--- config.mk ---
export PLATFORM = sky130hd
export DESIGN_NAME = burst_line_adaptor
export DESIGN_NICKNAME = d
export VERILOG_FILES = /design/src/rtl/adaptor_pkg.sv /design/src/rtl/burst_counter.sv /design/src/rtl/burst_line_adaptor.sv
export SDC_FILE = /design/constraint.sdc
export NUM_CORES = 1
export LEC_CHECK = 0
export ABC_AREA = 1
export ABC_CLOCK_PERIOD_IN_PS = 1840
export BUFFER_PORTS_ARGS = -buffer_cell sky130_fd_sc_hd__buf_2
export CORE_AREA = 2 2 251 253
export DETAILED_ROUTE_END_ITERATION = 10
export DIE_AREA = 0 0 253 255
export PLACE_DENSITY = 0.68
export SYNTH_ARGS = -nofsm -noshare
export SYNTH_HDL_FRONTEND = slang
export SYNTH_SLANG_ARGS = --single-unit
--- constraint.sdc ---
create_clock -name clk -period 1.84 [get_ports clk]
set_input_delay 0.184 -clock clk [delete_from_list [all_inputs] [get_ports clk]]
set_output_delay 0.184 -clock clk [all_outputs]
set_load 0.03 [all_outputs]
--- src/rtl/adaptor_pkg.sv ---
// Shared types and default widths for the cacheline-to-memory burst adaptor.
package adaptor_pkg;

  localparam int unsigned DEFAULT_LINE_W = 256;
  localparam int unsigned DEFAULT_BUS_W  = 32;
  localparam int unsigned DEFAULT_ADDR_W = 32;

  typedef enum logic [1:0] {
    IDLE  = 2'd0,
    READ  = 2'd1,
    WRITE = 2'd2,
    DONE  = 2'd3
  } adaptor_state_t;

endpackage

--- src/rtl/burst_counter.sv ---
// Beat counter for one line burst; saturates on the final beat instead of wrapping.
module burst_counter #(
  parameter int unsigned BEATS = 8
) (
  input  logic                       clk,
  input  logic                       rst,
  input  logic                       clear,
  input  logic                       inc,
  output logic [$clog2(BEATS)-1:0]   count,
  output logic                       last
);

  localparam int unsigned CNT_W = $clog2(BEATS);

  // last is registered alongside count so it is valid in the same cycle as the final beat
  always_ff @(posedge clk) begin
    if (rst || clear) begin
      count <= '0;
      last  <= 1'b0;
    end else if (inc && !last) begin
      count <= count + CNT_W'(1);
      last  <= (count == CNT_W'(BEATS - 2));
    end
  end

endmodule

--- src/rtl/burst_line_adaptor.sv ---
// Splits cacheline fills/writebacks into BEATS sequential memory-bus beats.
module burst_line_adaptor
  import adaptor_pkg::*;
#(
  parameter int unsigned LINE_W = DEFAULT_LINE_W,
  parameter int unsigned BUS_W  = DEFAULT_BUS_W,
  parameter int unsigned ADDR_W = DEFAULT_ADDR_W
) (
  input  logic                 clk,
  input  logic                 rst,
  input  logic                 line_read,
  input  logic                 line_write,
  input  logic [ADDR_W-1:0]    line_addr,
  input  logic [LINE_W-1:0]    line_wdata,
  output logic [LINE_W-1:0]    line_rdata,
  output logic                 line_resp,
  output logic                 mem_read,
  output logic                 mem_write,
  output logic [ADDR_W-1:0]    mem_address,
  output logic [BUS_W-1:0]     mem_wdata,
  output logic [BUS_W/8-1:0]   mem_byte_enable,
  input  logic [BUS_W-1:0]     mem_rdata,
  input  logic                 mem_resp
);

  localparam int unsigned BEATS      = LINE_W / BUS_W;
  localparam int unsigned BEAT_BYTES = BUS_W / 8;
  localparam int unsigned LINE_BYTES = LINE_W / 8;
  localparam int unsigned CNT_W      = $clog2(BEATS);
  localparam logic [ADDR_W-1:0] OFF_MASK = ADDR_W'(LINE_BYTES - 1);

  adaptor_state_t          state;
  logic [LINE_W-BUS_W-1:0] wbuf;
  logic [CNT_W-1:0]        count;
  logic                    last;
  logic                    beat_done;
  logic                    cnt_clear;

  assign beat_done = mem_resp && ((state == READ) || (state == WRITE));
  assign cnt_clear = (state == IDLE);

  burst_counter #(
    .BEATS(BEATS)
  ) u_counter (
    .clk   (clk),
    .rst   (rst),
    .clear (cnt_clear),
    .inc   (beat_done),
    .count (count),
    .last  (last)
  );

  // wbuf holds the not-yet-issued beats, lowest next, so mem_wdata stays put across stalls
  always_ff @(posedge clk) begin
    if (rst) begin
      state           <= IDLE;
      line_rdata      <= '0;
      line_resp       <= 1'b0;
      mem_read        <= 1'b0;
      mem_write       <= 1'b0;
      mem_address     <= '0;
      mem_wdata       <= '0;
      mem_byte_enable <= '0;
      wbuf            <= '0;
    end else begin
      line_resp <= 1'b0;
      case (state)
        IDLE: begin
          if (line_write || line_read) begin
            mem_address <= line_addr & ~OFF_MASK;
            mem_wdata   <= line_wdata[BUS_W-1:0];
            wbuf        <= line_wdata[LINE_W-1:BUS_W];
            if (line_write) begin
              state           <= WRITE;
              mem_write       <= 1'b1;
              mem_byte_enable <= '1;
            end else begin
              state    <= READ;
              mem_read <= 1'b1;
            end
          end
        end
        READ: begin
          if (mem_resp) begin
            for (int k = 0; k < int'(BEATS); k++) begin
              if (count == CNT_W'(k)) begin
                line_rdata[k*BUS_W +: BUS_W] <= mem_rdata;
              end
            end
            if (last) begin
              state     <= DONE;
              mem_read  <= 1'b0;
              line_resp <= 1'b1;
            end else begin
              mem_address <= mem_address + ADDR_W'(BEAT_BYTES);
            end
          end
        end
        WRITE: begin
          if (mem_resp) begin
            if (last) begin
              state           <= DONE;
              mem_write       <= 1'b0;
              mem_byte_enable <= '0;
              line_resp       <= 1'b1;
            end else begin
              mem_address <= mem_address + ADDR_W'(BEAT_BYTES);
              mem_wdata   <= wbuf[BUS_W-1:0];
              wbuf        <= wbuf >> BUS_W;
            end
          end
        end
        DONE: begin
          state <= IDLE;
        end
        default: begin
          state <= IDLE;
        end
      endcase
    end
  end

endmodule

==> results of run 1 <==
final cells by class:
type | instances | area share
diodes | 5 | 0.0003887
clock inverters | 23 | 0.008707
repair buffers | 1089 | 0.2541
inverters | 55 | 0.006880
well taps | 799 | 0.03106
clock buffers | 86 | 0.05178
multi-input cells | 2135 | 0.3043
flip-flops and latches | 551 | 0.3428
worst register-to-register path, delay by kind of cell (launching register included):
| family | cells | cell delay, ps |
|---|---|---|
| AOI/OAI and AO/OA | 4 | 600 |
| adders and majority gates | 1 | 160 |
| buffers and inverters | 3 | 580 |
| DFF | 1 | 330 |
| and+or+nand+nor | 1 | 130 |
Yosys cell counts (2+ instances only):
cell,instances
a21oi_1,135
a31oi_1,227
buf_2,56
buf_4,7
clkbuf_1,181
clkbuf_2,29
clkinv_1,2
dfxtp_1,551
ha_1,11
inv_1,52
nand2_1,700
nand3_1,124
nand3b_1,2
nor2_1,465
nor3_1,12
o211ai_1,2
o21ai_0,384
o21ai_1,60
o31ai_1,2
cells in the final DEF, fill, tap and decap left out, types with 3 or more instances in the layout:
master         instances
dfxtp_1              548
dfxtp_2                3
o21ai_1              107
ha_1                   9
inv_2                  6
buf_2                643
clkinv_2              12
a31oi_1              227
buf_16                 8
buf_4                 62
nor2_1               455
nor3_1                 6
clkbuf_1              17
buf_6                 10
buf_12                38
a21oi_1              135
nor2_2                 9
clkinvlp_4             3
nand3_1              124
o21ai_0              333
dlygate4sd3_1        320
clkbuf_16             64
nand2_1              698
nor3_4                 4
clkbuf_8              11
bufinv_16              4
diode_2                5
inv_1                 47
logic make-up after synthesis:
logic type | after synthesis
and+or+nand+nor | 1307
DFF | 551
other | 1
xor gates and xnor gates | 1
adders and majority gates | 11
AOI/OAI and AO/OA | 814
buffers and inverters | 329
state kept, by name (all words and copies together) (netlist names):
name / cells
wbuf: 224
line_resp: 1
u_counter.count: 3
line_rdata: 256
u_counter.last: 1
state: 2
mem_wdata: 32
mem_address: 30
mem_read: 1
mem_byte_enable: 1
routing by layer:
metal	share of wire	up-vias
met1	0.38	11604
met4	0.070	2
met2	0.45	1488
li1	-	11812
met3	0.092	381
met5	0.00014	-
per-stage QoR:
stage	worst slack [ps]	power (mW)
after floorplan	66.10	25.33
after global placement	-61.53	30.34
after detailed placement	-109.9	30.46
after CTS	-76.74	44.32
after global routing	-104.1	47.66
final	-41.06	45.52
where the power goes:
| group | internal [mW] | leakage, nW | switching [mW] |
|---|---|---|---|
| logic | 6.57 | 9.03 | 10.4 |
| registers | 14.6 | 4.51 | 1.97 |
| clock network | 6.86 | 0.949 | 5.14 |
how the worst min path moves through the flow:
stage / from / to / slack [ps] / cells after the start
floorplan: mem_resp / line_resp$_SDFF_PP0_ / 330 / 2
global placement: line_rdata[243]$_SDFFE_PP0P_ / line_rdata[243]$_SDFFE_PP0P_ / 450 / 2
detailed placement: line_rdata[117]$_SDFFE_PP0P_ / line_rdata[117]$_SDFFE_PP0P_ / 450 / 2
CTS: line_wdata[47] / wbuf[15]$_SDFFE_PP0P_ / 340 / 4
global route: line_wdata[180] / wbuf[148]$_SDFFE_PP0P_ / 370 / 4
finish: line_wdata[109] / wbuf[77]$_SDFFE_PP0P_ / 390 / 4
timing repair:
item	4_1_cts	5_1_grt
setup endpoints to repair	281	455
cloned	5	6
endpoints found under the hold margin	543	0
pin swaps	3	4
hold buffers	320	0
resized for setup	51	57
setup buffers	8	5
==> flow_metrics.env, run 1 <==
export IMPL_synth_compound_area_frac=0.1992
export IMPL_ys_seq_area_frac=0.5007
export IMPL_synth_area_um2=22030
export IMPL_finalNonFillerCells=4743
export IMPL_drc_errors=0
export IMPL_power_per_cell_area_nw_per_um2=1414
export IMPL_root_buffer="clkbuf_16"
export IMPL_fin_skew_ps=33.69
export IMPL_clockBufferDepth=3
export IMPL_cp_slowest_cell="dfxtp_2"
export IMPL_clock_latency_ps=630
export IMPL_synth_area_leaders="dfxtp_1 50%, nand2_1 12%, o21ai_0 8.7%, nor2_1 7.9%, a31oi_1 6.4%"
export IMPL_grt_use_met2=0.4383
export IMPL_die_h_um=255
export IMPL_yosys_area_share_simple=0.2312
export IMPL_fin_nets=4226
export IMPL_async_flop_share=0
export IMPL_dpl_hpwl_um=59850
export IMPL_critPathBufInv=3
export IMPL_violations="setup timing"
export IMPL_synth_edff_count=0
export IMPL_setup_viol=5
export IMPL_numCtsBuffers=58
export IMPL_synth_area_leader_cell="dfxtp_1"
export IMPL_slew_headroom=0.5540
export IMPL_synthAdderAreaFrac=0.006248
export IMPL_clkTransAtPathRegs_ps=60
export IMPL_crit_family="compound AO/OA/AOI/OAI gates"
export IMPL_rsz0062_at_grt="yes"
export IMPL_cpMostUsedCell="buf_12"
export IMPL_grt_use_met1=0.3331
export IMPL_grt_max_degree=129
export IMPL_total_leakage_power_nw=14.49
export IMPL_grt_busiest_layer="met2"
export IMPL_fillCellCount=5613
export IMPL_setup_slack_ps=-41.06
export IMPL_drt_wl_total_um=94820
export IMPL_r2r_end="wbuf[13]$_SDFFE_PP0P_"
export IMPL_met3_usage=0.06193
export IMPL_max_slew_worst_pin_slew_ps=669.0
export IMPL_synth_top_family_by_area="simple AND/OR/NAND/NOR gates"
export IMPL_ys_seq_elements=551
export IMPL_die_area_um2=64520
export IMPL_postLayoutCoreUtil=0.5178
export IMPL_cp_start_kind="register"
export IMPL_seq_area_um2=11030
export IMPL_setup_worst_path_class="register to register"
export IMPL_worstSetupStartpoint="state[1]$_SDFFE_PP0P_"
export IMPL_slew_viol_final=0
export IMPL_die_x_um=253
export IMPL_wl_per_cell_um=19.99
export IMPL_multi_input_area_um2=9796
export IMPL_num_vias=25287
export IMPL_fin_crit_sh=1.022
export IMPL_track_usage=0.2738
export IMPL_cp_arrival_ps=2420
export IMPL_place_gp_congestion=0.9161
export IMPL_setup_tns_ps=-73.17
export IMPL_ys_types=31
export IMPL_coreArea_um2=62160
export IMPL_drt_iter0_drc=2690
export IMPL_synth_top_cell_area_share=0.5007
export IMPL_grt_ovfl_total=0
export IMPL_synthXorXnorAreaFrac=0.0003976
export IMPL_grt_pass1_vias=23558
export IMPL_detail_route_antenna_nets=0
export IMPL_crit_cells=9
export IMPL_ioPinCount=652
export IMPL_hold_class="input port to register"
export IMPL_syn_inst=3014
export IMPL_final_area_um2=32190
export IMPL_worst_path_largest_cell_delay_ps=330
export IMPL_clock_sinks=551
export IMPL_rows=92
export IMPL_end_kind="register"
export IMPL_synth_mux_area_frac=0
export IMPL_worstPathMaxFanout=45
export IMPL_critPathCapture="wbuf[13]$_SDFFE_PP0P_"
export IMPL_path_cells="buf_6, ha_4, nor2_4, o21ai_4, a21oi_4, buf_12, buf_12, o21ai_0, a31oi_1"
export IMPL_drv_cap=0
export IMPL_ir_drop_mv=1.089
export IMPL_r2r_start="state[1]$_SDFFE_PP0P_"
export IMPL_rrSetupSlack_ps=-40
export IMPL_post_synth_cell_area_avg_um2=7.309
export IMPL_yosys_warnings=0
export IMPL_rr_worst_depth=9
export IMPL_drive_above_1_share=0.2285
export IMPL_start_util=0.3544
export IMPL_whs_ps=388.2
export IMPL_antenna_found_initial=5
export IMPL_fin_crit_ps=1881
export IMPL_vias_per_cell=5.331
export IMPL_required_ps=2380
export IMPL_dp_cells=4287
export IMPL_drt_pass1_iterations=8
export IMPL_io_buffers=644
export IMPL_htree_levels=2
export IMPL_cts_tree="built"
export IMPL_placed_area_um2=26420
export IMPL_outcome="complete, but fails checks"
export IMPL_hold_violations=0
export IMPL_grt_pass1_wl_um=138200
export IMPL_ys_flop_type="dfxtp_1"
export IMPL_fmax_mhz=531.6
export IMPL_syn_to_final_growth_pct=46.11
(Power assumes the default switching activity.)
==> run 2, diff against run 1 <==
--- a/config.mk
+++ b/config.mk
@@ -6,7 +6,6 @@
 export NUM_CORES = 1
 export LEC_CHECK = 0
 export ABC_AREA = 1
-export ABC_CLOCK_PERIOD_IN_PS = 1840
 export BUFFER_PORTS_ARGS = -buffer_cell sky130_fd_sc_hd__buf_2
 export CORE_AREA = 2 2 251 253
 export DETAILED_ROUTE_END_ITERATION = 10
==> constraint.sdc (replaced) <==
create_clock -name clk -period 1.73 [get_ports clk]
set_input_delay 0.173 -clock clk [delete_from_list [all_inputs] [get_ports clk]]
set_output_delay 0.173 -clock clk [all_outputs]
set_load 0.03 [all_outputs]
==> flow_metrics.env, run 2 <==
export IMPL_haltStage="global routing (5_1_grt)"
export IMPL_root_buffer="clkbuf_16"
export IMPL_numCtsBuffers=58
export IMPL_htree_levels=2
export IMPL_place_gp_congestion=0.9303
export IMPL_clock_sinks=551
export IMPL_grt_pass1_wl_um=146200
export IMPL_synth_area_leaders="dfxtp_1 50%, nand2_1 12%, o21ai_0 8.7%, nor2_1 7.9%, a31oi_1 6.4%"
export IMPL_die_x_um=253
export IMPL_clockBufferDepth=3
export IMPL_grt_max_degree=129
export IMPL_yosysMostFrequentCell="nand2_1"
export IMPL_synth_area_um2=22030
export IMPL_grt_pass1_vias=25576
export IMPL_die_h_um=255
export IMPL_ys_seq_area_frac=0.5007
export IMPL_outcome="stopped before the end"
export IMPL_ys_flop_type="dfxtp_1"
export IMPL_io_buffers=644
export IMPL_yosys_warnings=0
export IMPL_synth_top_cell_area_share=0.5007
export IMPL_track_usage=0.2919
export IMPL_synth_area_leader_cell="dfxtp_1"
export IMPL_start_util=0.3544
export IMPL_pre_cts_slack_ps=-224.7
export IMPL_ys_seq_elements=551
export IMPL_async_flop_share=0
export IMPL_ys_types=31
export IMPL_synth_common_cells="700 x nand2_1, 551 x dfxtp_1, 465 x nor2_1, 384 x o21ai_0, 227 x a31oi_1"
export IMPL_ioPinCount=652
export IMPL_dpl_hpwl_um=60770
export IMPL_rows=92
export IMPL_synth_edff_count=0
export IMPL_syn_inst=3014
export IMPL_grt_ovfl_total=6
export IMPL_stop_error="[ERROR GRT-0116] Global routing finished with congestion. Check the congestion regions in the DRC Viewer."
export IMPL_post_synth_cell_area_avg_um2=7.309
export IMPL_placed_area_um2=26580
[run 2: stage by stage]
step                      std cells  utilization  setup TNS (ps)  hold WS, ps
after CTS                      4763       0.5217          -22670        11.97
after floorplan                3015            -           -2804        322.6
after detailed placement       4313       0.4276          -50690        443.8
after global placement         4313       0.4276          -39750        441.8
[run 2: per-layer routing]
metal	GRT overflow	global-route usage
met5	1	0.009023
met1	0	0.3342
met2	1	0.4702
met4	4	0.1860
met3	0	0.09539
[run 2: what timing repair did]
action / CTS
hold buffers: 318
buffers inserted: 10
endpoints found under the setup margin: 499
resized for setup: 45
hold endpoints to repair: 542
pin swaps: 4
cloned: 13
[run 2: cells by family after synthesis]
family | synth area share
other cells | 0.0001702
buf+inv | 0.06208
flops | 0.5007
fa+ha+maj | 0.006247
compound gates | 0.1992
xor+xnor | 0.0003976
simple gates | 0.2312
==> run 3, diff against run 2 <==
--- a/config.mk
+++ b/config.mk
@@ -7,10 +7,10 @@
 export LEC_CHECK = 0
 export ABC_AREA = 1
 export BUFFER_PORTS_ARGS = -buffer_cell sky130_fd_sc_hd__buf_2
-export CORE_AREA = 2 2 251 253
+export CORE_MARGIN = 2
+export CORE_UTILIZATION = 23
 export DETAILED_ROUTE_END_ITERATION = 10
-export DIE_AREA = 0 0 253 255
-export PLACE_DENSITY = 0.68
+export PLACE_DENSITY_LB_ADDON = 0.15
 export SYNTH_ARGS = -nofsm -noshare
 export SYNTH_HDL_FRONTEND = slang
 export SYNTH_SLANG_ARGS = --single-unit
==> constraint.sdc (replaced) <==
create_clock -name clk -period 2.2 [get_ports clk]
set_input_delay 0.22 -clock clk [delete_from_list [all_inputs] [get_ports clk]]
set_output_delay 0.22 -clock clk [all_outputs]
set_load 0.03 [all_outputs]
==> flow_metrics.env, run 3 (same netlist as run 1, synthesis figures left out) <==
export IMPL_slew_headroom=0.5431
export IMPL_cts_tree="built"
export IMPL_reg_largest_list="line_rdata x256, wbuf x224, mem_wdata x32"
export IMPL_path_cells="inv_1, buf_4, ha_4, nor2_1, o21ai_1, a21oi_4, buf_12, buf_12, o21ai_0, a31oi_1"
export IMPL_root_buffer="clkbuf_16"
export IMPL_grt_pass1_wl_um=148300
export IMPL_hold_violations=0
export IMPL_setup_worst_path_class="register to register"
export IMPL_grt_ovfl_total=0
export IMPL_antenna_found_initial=3
export IMPL_required_ps=2740
export IMPL_finalNonFillerCells=5193
export IMPL_regMostFlops="line_rdata"
export IMPL_vias_per_cell=4.562
export IMPL_die_area_um2=98270
export IMPL_fin_crit_sh=0.9222
export IMPL_coreArea_um2=95010
export IMPL_track_usage=0.1963
export IMPL_dpl_hpwl_um=69630
export IMPL_start_util=0.2319
export IMPL_cp_arrival_ps=2570
export IMPL_grt_pass1_vias=23227
export IMPL_total_leakage_power_nw=14.39
export IMPL_rows=113
export IMPL_syn_to_final_growth_pct=47.65
export IMPL_fin_crit_ps=2029
export IMPL_whs_ps=44.75
export IMPL_io_buffers=644
export IMPL_cpMostUsedCell="buf_12"
export IMPL_numCtsBuffers=71
export IMPL_fin_nets=4208
export IMPL_crit_family="buffers and inverters"
export IMPL_worst_path_largest_cell_delay_ps=320
export IMPL_hold_class="input port to register"
export IMPL_max_slew_worst_pin_slew_ps=685.3
export IMPL_ioPinCount=652
export IMPL_detail_route_antenna_nets=0
export IMPL_worstPathMaxFanout=47
export IMPL_place_gp_congestion=0.8480
export IMPL_critPathBufInv=4
export IMPL_end_kind="register"
export IMPL_setup_viol=0
export IMPL_power_per_cell_area_nw_per_um2=1167
export IMPL_drc_errors=0
export IMPL_clock_sinks=551
export IMPL_fmax_mhz=492.9
export IMPL_drv_cap=0
export IMPL_drive_above_1_share=0.2218
export IMPL_die_h_um=313.5
export IMPL_wl_per_cell_um=19.47
export IMPL_die_x_um=313.5
export IMPL_final_common_cell="nand2_1"
export IMPL_fin_skew_ps=45.14
export IMPL_drt_wl_total_um=101100
export IMPL_clock_latency_ps=640
export IMPL_setup_tns_ps=0
export IMPL_grt_max_degree=129
export IMPL_drt_iter0_drc=1616
export IMPL_dp_cells=4747
export IMPL_cp_slowest_cell="dfxtp_1"
export IMPL_final_cell_mix="700 x nand2_1, 643 x buf_2, 551 x dfxtp_1"
export IMPL_outcome="finished, final reports clean"
export IMPL_htree_levels=3
export IMPL_num_vias=23692
export IMPL_ir_drop_mv=0.6784
export IMPL_clkTransAtPathRegs_ps=60
export IMPL_drt_pass1_iterations=5
export IMPL_slew_viol_final=0
export IMPL_rsz0062_at_grt="no"
export IMPL_cp_start_kind="register"
export IMPL_clockBufferDepth=3
export IMPL_largest_register_ffs=256
run 3: power breakdown:
part           internal [mW]  switching [mW]  total (mW)
Clock                   6.94            4.84        11.8
Sequential              12.2            1.47        13.7
Combinational           4.34            8.17        12.5
Total                   23.5            14.5        37.9
run 3: layer usage:
layer  part of all wire  vias up  global-route usage
met1               0.43    10948              0.2473
met5            0.00013        -                   0
met2               0.46      746              0.3170
met4              0.049        2             0.09809
li1                   -    11789                   -
met3              0.056      207             0.04216
run 3: through the flow:
stage / power [mW] / util / worst slack, ps / area [um2]
after floorplan: 21.18 / - / 426.1 / 22030
after global placement: 25.72 / 0.2834 / 138.7 / 26930
after detailed placement: 25.71 / 0.2834 / 98.86 / 26930
after CTS: 38.14 / 0.3415 / 70.94 / 32450
after global routing: 40.25 / 0.3423 / 10.93 / 32520
final: 37.95 / 0.3424 / 171.2 / 32530
run 3: repair_timing:
item                                    in CTS  in global routing
buffers inserted                             0                  1
hold buffers                               315                  0
endpoints found under the setup margin       0                117
resized for setup                            0                  4
endpoints found under the hold margin      513                  0
run 3: path summary, 6_finish.rpt:
check	end	cells past startpoint	startpoint	slack [ps]
min reg2reg	wbuf[184]$_SDFFE_PP0P_	2	wbuf[216]$_SDFFE_PP0P_	440
max	wbuf[22]$_SDFFE_PP0P_	10	state[0]$_SDFFE_PP0P_	170
max reg2reg	wbuf[22]$_SDFFE_PP0P_	10	state[0]$_SDFFE_PP0P_	170
min	mem_address[16]$_SDFFE_PP0P_	5	line_addr[16]	40
run 3: final cells by class:
| type | count | area (um2) |
|---|---|---|
| fill | 10259 | 62480 |
| clock inverter | 24 | 310.3 |
| tap | 1265 | 1583 |
| antenna | 5 | 12.51 |
| sequential | 551 | 11030 |
| inverter | 55 | 221.5 |
| multi-input combinational | 2135 | 9681 |
| timing repair buffer | 1058 | 7634 |
| clock buffer | 100 | 2056 |
run 3: worst reg2reg max path: stages (launching register included):
cell     delay (ps)
dfxtp_1         320
inv_1            60
buf_4           140
ha_4            160
nor2_1          130
o21ai_1         120
a21oi_4         220
buf_12          230
buf_12          280
o21ai_0         120
a31oi_1         170
